<file path="src/rtl/regfile_pkg.sv">
// Shared definitions for the renaming register file.
//   rw_of()   : index width for a register count
//   TAG_NONE  : ROB tag value meaning "no pending producer"
//   rd_res_t  : read-port result layout {val, rdy, tag} at the default widths
package regfile_pkg;
    localparam int ROB_LOG  = 4;
    localparam int XLEN_DEF = 32;
    localparam int TAG_NONE = 0;

    function automatic int rw_of(input int nreg);
        return (nreg > 1) ? $clog2(nreg) : 1;
    endfunction

    typedef struct packed {
        logic [XLEN_DEF-1:0] val;
        logic                rdy;
        logic [ROB_LOG-1:0]  tag;
    } rd_res_t;
endpackage

</file>
<file path="src/rtl/regfile_rename_mp_read_port.sv">
// One combinational operand read port.
//   en/rs                  : port enable and source register
//   reg_val/reg_tag        : architectural state
//   ren_* / cmt_*          : this cycle's rename and commit vectors
//   val/rdy/tag            : resolved operand
// SLOT is the issue slot that owns this port; only renames from lower
// slots in the same group are forwarded into it.
module rf_read_port
    import regfile_pkg::*;
#(
    parameter int XLEN  = 32,
    parameter int NREG  = 32,
    parameter int ROB_W = ROB_LOG,
    parameter int SLOTS = 2,
    parameter int CMTS  = 2,
    parameter int SLOT  = 0,
    localparam int RW   = rw_of(NREG)
) (
    input  logic                             en,
    input  logic [RW-1:0]                    rs,
    input  logic [NREG-1:0][XLEN-1:0]        reg_val,
    input  logic [NREG-1:0][ROB_W-1:0]       reg_tag,
    input  logic [SLOTS-1:0]                 ren_valid,
    input  logic [SLOTS-1:0][RW-1:0]         ren_rd,
    input  logic [SLOTS-1:0][ROB_W-1:0]      ren_tag,
    input  logic [CMTS-1:0]                  cmt_valid,
    input  logic [CMTS-1:0][XLEN-1:0]        cmt_val,
    input  logic [CMTS-1:0][ROB_W-1:0]       cmt_tag,
    output logic [XLEN-1:0]                  val,
    output logic                             rdy,
    output logic [ROB_W-1:0]                 tag
);
    logic              fwd_hit, byp_hit;
    logic [ROB_W-1:0]  fwd_tag, cur_tag;
    logic [XLEN-1:0]   byp_val;

    always_comb begin
        cur_tag = reg_tag[rs];

        // ascending scan: the highest matching older slot wins
        fwd_hit = 1'b0;
        fwd_tag = '0;
        for (int j = 0; j < SLOTS; j++) begin
            if (j < SLOT && ren_valid[j] && ren_rd[j] == rs) begin
                fwd_hit = 1'b1;
                fwd_tag = ren_tag[j];
            end
        end

        // bypass keys on the producer tag only; the youngest commit wins
        byp_hit = 1'b0;
        byp_val = '0;
        for (int c = 0; c < CMTS; c++) begin
            if (cmt_valid[c] && cmt_tag[c] == cur_tag) begin
                byp_hit = 1'b1;
                byp_val = cmt_val[c];
            end
        end

        val = '0;
        rdy = 1'b0;
        tag = '0;
        if (!en) begin
            rdy = 1'b0;
        end else if (rs == '0) begin
            rdy = 1'b1;
        end else if (fwd_hit) begin
            tag = fwd_tag;
        end else if (cur_tag == ROB_W'(TAG_NONE)) begin
            val = reg_val[rs];
            rdy = 1'b1;
        end else if (byp_hit) begin
            val = byp_val;
            rdy = 1'b1;
        end else begin
            tag = cur_tag;
        end
    end
endmodule

</file>
<file path="src/rtl/regfile_rename_mp.sv">
// Multi-ported register file with merged rename table (reg -> ROB tag).
//   clk, rst_n (async low), rdy (global enable), flush
//   rs_valid/rs -> rd_val/rd_rdy/rd_tag : 2*SLOTS combinational read ports
//   ren_valid/ren_rd/ren_tag            : SLOTS renames per cycle
//   cmt_valid/cmt_rd/cmt_val/cmt_tag    : CMTS commits per cycle (higher = younger)
module regfile_rename_mp
    import regfile_pkg::*;
#(
    parameter int XLEN  = 32,
    parameter int NREG  = 32,
    parameter int ROB_W = ROB_LOG,
    parameter int SLOTS = 2,
    parameter int CMTS  = 2,
    localparam int RW   = rw_of(NREG),
    localparam int P    = 2 * SLOTS
) (
    input  logic                          clk,
    input  logic                          rst_n,
    input  logic                          rdy,
    input  logic [P-1:0]                  rs_valid,
    input  logic [P-1:0][RW-1:0]          rs,
    output logic [P-1:0][XLEN-1:0]        rd_val,
    output logic [P-1:0]                  rd_rdy,
    output logic [P-1:0][ROB_W-1:0]       rd_tag,
    input  logic [SLOTS-1:0]              ren_valid,
    input  logic [SLOTS-1:0][RW-1:0]      ren_rd,
    input  logic [SLOTS-1:0][ROB_W-1:0]   ren_tag,
    input  logic [CMTS-1:0]               cmt_valid,
    input  logic [CMTS-1:0][RW-1:0]       cmt_rd,
    input  logic [CMTS-1:0][XLEN-1:0]     cmt_val,
    input  logic [CMTS-1:0][ROB_W-1:0]    cmt_tag,
    input  logic                          flush
);
    logic [NREG-1:0][XLEN-1:0]  value;
    logic [NREG-1:0][ROB_W-1:0] tag;

    // Order inside the enabled branch sets priority: commits (youngest
    // last), then flush clears all tags, else renames override commit
    // clears (highest slot last).
    always_ff @(posedge clk or negedge rst_n) begin
        if (!rst_n) begin
            value <= '0;
            tag   <= '0;
        end else if (rdy) begin
            for (int c = 0; c < CMTS; c++) begin
                if (cmt_valid[c] && cmt_rd[c] != '0) begin
                    value[cmt_rd[c]] <= cmt_val[c];
                    if (tag[cmt_rd[c]] == cmt_tag[c])
                        tag[cmt_rd[c]] <= ROB_W'(TAG_NONE);
                end
            end
            if (flush) begin
                tag <= '0;
            end else begin
                for (int s = 0; s < SLOTS; s++) begin
                    if (ren_valid[s] && ren_rd[s] != '0)
                        tag[ren_rd[s]] <= ren_tag[s];
                end
            end
        end
    end

    for (genvar p = 0; p < P; p++) begin : g_port
        rf_read_port #(
            .XLEN(XLEN), .NREG(NREG), .ROB_W(ROB_W),
            .SLOTS(SLOTS), .CMTS(CMTS), .SLOT(p / 2)
        ) u_port (
            .en       (rs_valid[p]),
            .rs       (rs[p]),
            .reg_val  (value),
            .reg_tag  (tag),
            .ren_valid(ren_valid),
            .ren_rd   (ren_rd),
            .ren_tag  (ren_tag),
            .cmt_valid(cmt_valid),
            .cmt_val  (cmt_val),
            .cmt_tag  (cmt_tag),
            .val      (rd_val[p]),
            .rdy      (rd_rdy[p]),
            .tag      (rd_tag[p])
        );
    end
endmodule

</file>
<file path="config.mk">
export PLATFORM = sky130hd
export DESIGN_NAME = regfile_rename_mp
export DESIGN_NICKNAME = d
export VERILOG_FILES = /design/src/rtl/regfile_pkg.sv /design/src/rtl/regfile_rename_mp_read_port.sv /design/src/rtl/regfile_rename_mp.sv
export SDC_FILE = /design/constraint.sdc
export NUM_CORES = 2
export LEC_CHECK = 0
export ABC_AREA = 0
export ABC_CLOCK_PERIOD_IN_PS = 10400
export CORE_MARGIN = 3
export CORE_UTILIZATION = 40
export DETAILED_ROUTE_END_ITERATION = 10
export GPL_TIMING_DRIVEN = 0
export PLACE_DENSITY = 0.65
export SLEW_MARGIN = 25
export SYNTH_ARGS = -nofsm -noshare
export SYNTH_HDL_FRONTEND = slang
export SYNTH_SLANG_ARGS = --single-unit
</file>
<file path="constraint.sdc">
create_clock -name clk -period 10.4 [get_ports clk]
set_clock_uncertainty 0.05 [all_clocks]
set_input_delay 2.08 -clock clk [delete_from_list [all_inputs] [get_ports clk]]
set_output_delay 2.08 -clock clk [all_outputs]
set_load 0.005 [all_outputs]
</file>
=== Word level (Yosys, flattened, before mapping) ===
Cells that the tools add are included.

* Magnitude comparators: 12
* Equality and inequality tests: 12
* Muxes and demuxes: 124
* Bitwise operators: 4
* Reduce and logical (&&, ||, !) cells: 30

{| class="wikitable"
|+ Operator list
! kind !! number
|-
| $mux W1024 || 3
|-
| $bwmux W1024 || 2
|-
| $mux W128 || 11
|-
| $mux W32 || 32
|-
| $bmux W32 S5 || 4
|-
| $demux W32 S5 || 2
|-
| $and A128 B128 Y128 || 2
|-
| $bwmux W128 || 2
|-
| $not A128 Y128 || 2
|-
| $bmux W4 S5 || 6
|-
| $mux W4 || 30
|-
| $demux W4 S5 || 4
|-
| $lt A5 B6 Y1 const B || 8
|-
| $eq A4 B4 Y1 || 10
|-
| $mux W1 || 28
|-
| $ge A5 B1 Y1 const B || 4
|-
| $logic_not A5 Y1 || 4
|-
| $reduce_bool A5 Y1 || 4
|-
| $logic_and A1 B1 Y1 || 18
|-
| $logic_not A4 Y1 || 4
|-
| $eq A5 B5 Y1 || 2
|}

* Register bits: 1152
* Logic and storage cells: 246

=== Longest topological paths before layout ===
* Depth after elaboration: 20
* Mapped depth: 15

=== Modules after synthesis ===
From an unflattened synthesis, not the netlist that was laid out.

* Cell total of the unflattened synthesis: 9121
* Area total of the unflattened synthesis: 96078.4 um2

{| class="wikitable"
|+ By module, submodules not included
! module !! times used !! cells each !! area an instance (um2) !! sequential area each (um2)
|-
| regfile_rename_mp || 1 || 6197 || 55134.1 || 28827.6
|-
| rf_read_port (g_port[2].u_port ...) || 2 || 748 || 10267.3 || 0.0
|-
| rf_read_port (g_port[0].u_port ...) || 2 || 714 || 10204.8 || 0.0
|}

=== Worst setup path after synthesis ===
OpenSTA, ideal clock, no wires.

* Kind: input to output
* Start point: input port rs[0] (netlist bit)
* End point: output port rd_val[14] (netlist bit)
* Data arrival time: 5.018 ns
* Data required time: 8.270 ns
* Path slack: 3.252 ns
* Cell stages on the path: 10
* Buffers on the path: 5
* Cells stage by stage: buf_6 buf_2 buf_4 clkbuf_1 buf_1 mux4_2 mux4_2 mux2i_1 nor2_1 a221o_1

{| class="wikitable"
|+ RTL lines
! what !! line !! source
|-
| from (decl) || regfile_rename_mp.sv:21 || <nowiki>input logic [P-1:0][RW-1:0] rs,</nowiki>
|-
| to (decl) || regfile_rename_mp.sv:22 || <nowiki>output logic [P-1:0][XLEN-1:0] rd_val,</nowiki>
|}

==> impl_metrics.tcl <==
set metrics [dict create \
    outcome "finished, final reports clean" \
    worst_setup_path_start_kind "primary input" \
    path_clk_slew_ns 0.06 \
    rows 177 \
    total_leakage_power_nw 39.9 \
    clock_sinks 1152 \
    dr_total_vias 97306 \
    dp_hpwl_microns 484000 \
    postCtsResizedCells 0 \
    pre_cts_ws_ns 0.458 \
    nNetsFinal 9274 \
    synth.area.top_cells "mux4_2, dfrtp_1, o22ai_1, a21oi_1, nor2_1" \
    postCtsSetupBuffers 0 \
    cp.depth 14 \
    antenna_found_initial 92 \
    relSlewSlack_pct 14.9 \
    cts_tree "built" \
    max_freq_mhz 97.9 \
    avgSynthCellArea_sq_um 10.8 \
    numCtsBuffers 153 \
    synthSimpleGateAreaFrac_pct 7.64 \
    fp.coreArea_sq_um 233000 \
    netlist_instances 8716 \
    ant_nets 0 \
    grt_pass1_vias 90777 \
    worstPathMaxFanout 10 \
    finalMaxSlewViolations 0 \
    ys_types 67 \
    clkLatencyLatePin_ns 0.86 \
    synth_edf_count 0 \
    r2r.worst_path.cells 10 \
    die_area_sq_um 241000 \
    start_util_pct 40.3 \
    hold_start "value[13]" \
    period_minus_slack_ns 10.21 \
    fillers 21704 \
    io_pins 280 \
    finalSetupTns_ns 0 \
    crit_chain "buf_2, buf_4, buf_2, nor2b_1, a22oi_1, nand4_1, nand4_1, xnor2_1, nand4_1, buf_2, a31oi_4, clkbuf_1, o211a_1, clkdlybuf4s50_1" \
    drc 0 \
    routed_via_density 7.81 \
    setup_slack_ns 0.187 \
    die_w_microns 491 \
    critPathMaxStageDelay_ns 0.94 \
    synth_area_sq_um 94000 \
    grt_pass1_wl_microns 823000 \
    ys_seq_area_share_pct 30.7 \
    ys_warn_count 0 \
    tightest_slew_ns 1.27 \
    ys_seq_elements 1152 \
    synth_top_area_share_pct 34.2 \
    syn_to_final_growth_pct 14.7 \
    fin_crit_sh_pct 98.2 \
    critPathSlowestCell "clkbuf_1" \
    grt_max_degree 128 \
    ys_async_sr_fraction_pct 100 \
    drv_cap 0 \
    worstSetupPathType "primary input to primary output" \
    holdPathStages 1 \
    cts_buffer_depth 3 \
    drt_iter0_markers 18378 \
    end_kind "primary output" \
    arrival_ns 8.08 \
    htree_levels 4 \
    reg2reg_slack_ns 6.12 \
    overflow 0 \
    cp_top_family "buffers and inverters" \
    whs_endpoint "value[13]" \
    reg2reg_to "tag[63]" \
    firstDrtPassIters 8 \
    critPathBufInv 6 \
    synth_compound_area_share_pct 17.2 \
    setup_viol 0 \
    wire_per_inst_microns 50.3 \
    vdd_ir_drop_max_mv 0.160 \
    fp.dieH_microns 491 \
    io_buffers 176 \
    synth_top_family_by_area "multiplexers" \
    synthFlopType "dfrtp_1" \
    required_ns 8.27 \
    power-per-cell-area_nw_per_um2 186 \
    place_congestion 1.06 \
    syn-num-nets 8848 \
    routed_wl_microns 627000 \
    cts-root-buf "clkbuf_16" \
    synth-adder-area-share_pct 0 \
    yosys.area.top_type "mux4_2" \
    final_layout_size_suffix_gt1_share_pct 24.9 \
    globalRouteTotalUtil_pct 50.5 \
    synth.area.mux_share_pct 38.7 \
    hp-class "flop to flop" \
    cts-hold-fix-buffers 0 \
    synth_xor_area_share_pct 0.428 \
    rr_startpoint "tag[95]" \
    rsz0062_at_grt "no" \
    finalHoldViolCount 0 \
]
cells by family (layout without fill, tap and decap cells):
logic type,after synthesis,count (layout)
AOI/OAI and AO/OA,2642,2642
xor gates and xnor gates,46,46
buffers and inverters,1277,1831
DFF,1152,1152
muxes,1850,1850
other,0,58
and+or+nand+nor,1749,1749
layout make-up:
cell class,instances,area (sq um),area share (%)
flip-flops and latches,1152,28800,26.7
multi-input cells,6287,60400,56.0
well taps,3132,3920,3.63
plain buffers,1184,5030,4.67
diodes,58,145,0.135
clock buffers,210,4420,4.09
repair buffers,271,3810,3.53
inverters,93,349,0.324
clock inverters,73,1010,0.938
Yosys cell counts (all sizes together) (3+ instances only):
master,count
nor4,5
o31ai,88
mux4,1428
a311o,36
buf,378
nor3b,3
dfrtp,1152
a21oi,1046
nor3,21
and4,3
or2,5
clkbuf,806
nand4,14
mux2,42
xnor2,20
xor2,26
nor2,1122
or3b,7
o21a,42
a22oi,41
nand3,22
mux2i,380
o211ai,5
a22o,5
o211a,33
nand2,401
nand3b,11
and3,3
o221ai,6
a221o,90
a211oi,77
a21o,4
or3,5
nor2b,89
o21ai,223
o22ai,884
nand2b,19
a31oi,8
inv,93
a21boi,36
a221oi,11
nand4b,4
and2,8
worst max path at each step:
stage / start / endpoint / slack [ns]
final: rs[11] / rd_val[77] / 0.19
after global routing: rs[16] / rd_val[110] / 0.33
after CTS: rs[11] / rd_val[78] / 0.44
after detailed placement: rs[11] / rd_val[78] / 0.46
after global placement: rst_n / tag[63] / -50.97
after floorplan: rs[0] / rd_val[14] / 3.25
placed cells by master, fill, tap and decap left out, types with 19 or more instances in the layout:
cell	instances
a211oi_1	44
a211oi_2	33
a21boi_0	36
a21oi_1	1046
a221o_1	90
a22oi_1	41
a311o_1	36
buf_1	184
buf_12	20
buf_16	47
buf_2	163
buf_4	21
buf_6	19
clkbuf_1	633
clkbuf_16	155
clkbuf_2	198
clkbuf_8	33
clkdlybuf4s50_1	175
clkinv_2	40
dfrtp_1	1152
diode_2	58
inv_1	93
mux2_2	41
mux2i_1	379
mux4_2	1428
nand2_1	401
nand2b_1	19
nand3_1	21
nor2_1	1092
nor2_2	25
nor2b_1	89
nor3_1	20
o211a_1	33
o21a_1	42
o21ai_0	219
o22ai_1	884
o31ai_1	88
xnor2_1	20
xor2_1	26
report_power, final:
| group | total, W | internal [W] | switching [W] | leakage, nW |
|---|---|---|---|---|
| clock | 0.00594 | 0.00342 | 0.00252 | 2.70 |
| combinational | 0.00708 | 0.00336 | 0.00372 | 23.0 |
| sequential | 0.00703 | 0.00552 | 0.00151 | 14.3 |
| total | 0.0201 | 0.0123 | 0.00774 | 39.9 |
state kept, by name, indices dropped and copies added (netlist names):
signal,cells
value,1024
tag,128
worst register-to-register path, stage by stage (launching register included):
cell and delay [ns]:
dfrtp_1 0.57, mux4_2 0.54, mux2i_1 0.46, nor2_1 0.10, a221oi_1 0.30, nand3_1 0.14, xor2_1 0.17, nor4_2 0.62
clkbuf_1 0.52, a221o_1 0.52, o31ai_1 0.16
layer usage:
metal	share of wire, %	up-vias	global-route usage [%]	routed length, microns
li1	-	35191	-	-
met2	41	9692	71.2	258000
met4	8.3	76	33.1	52200
met5	0.21	-	1.53	1350
met1	34	49887	60.3	213000
met3	16	2460	25.5	102000
stage by stage:
stage                     cells  hold slack (ns)  total power [W]  util [%]  instance area [sq um]
after detailed placement  12114            0.458           0.0136      43.8                 102000
after global placement    12024            0.441           0.0134      42.8                  99700
after CTS                 12397            0.472           0.0195      46.2                 108000
final                     12460            0.470           0.0201      46.3                 108000
after global routing      12417            0.496           0.0204      46.2                 108000
after floorplan            8716            0.424           0.0107         -                  94000
Note: power is estimated with default switching activity, not from simulation.
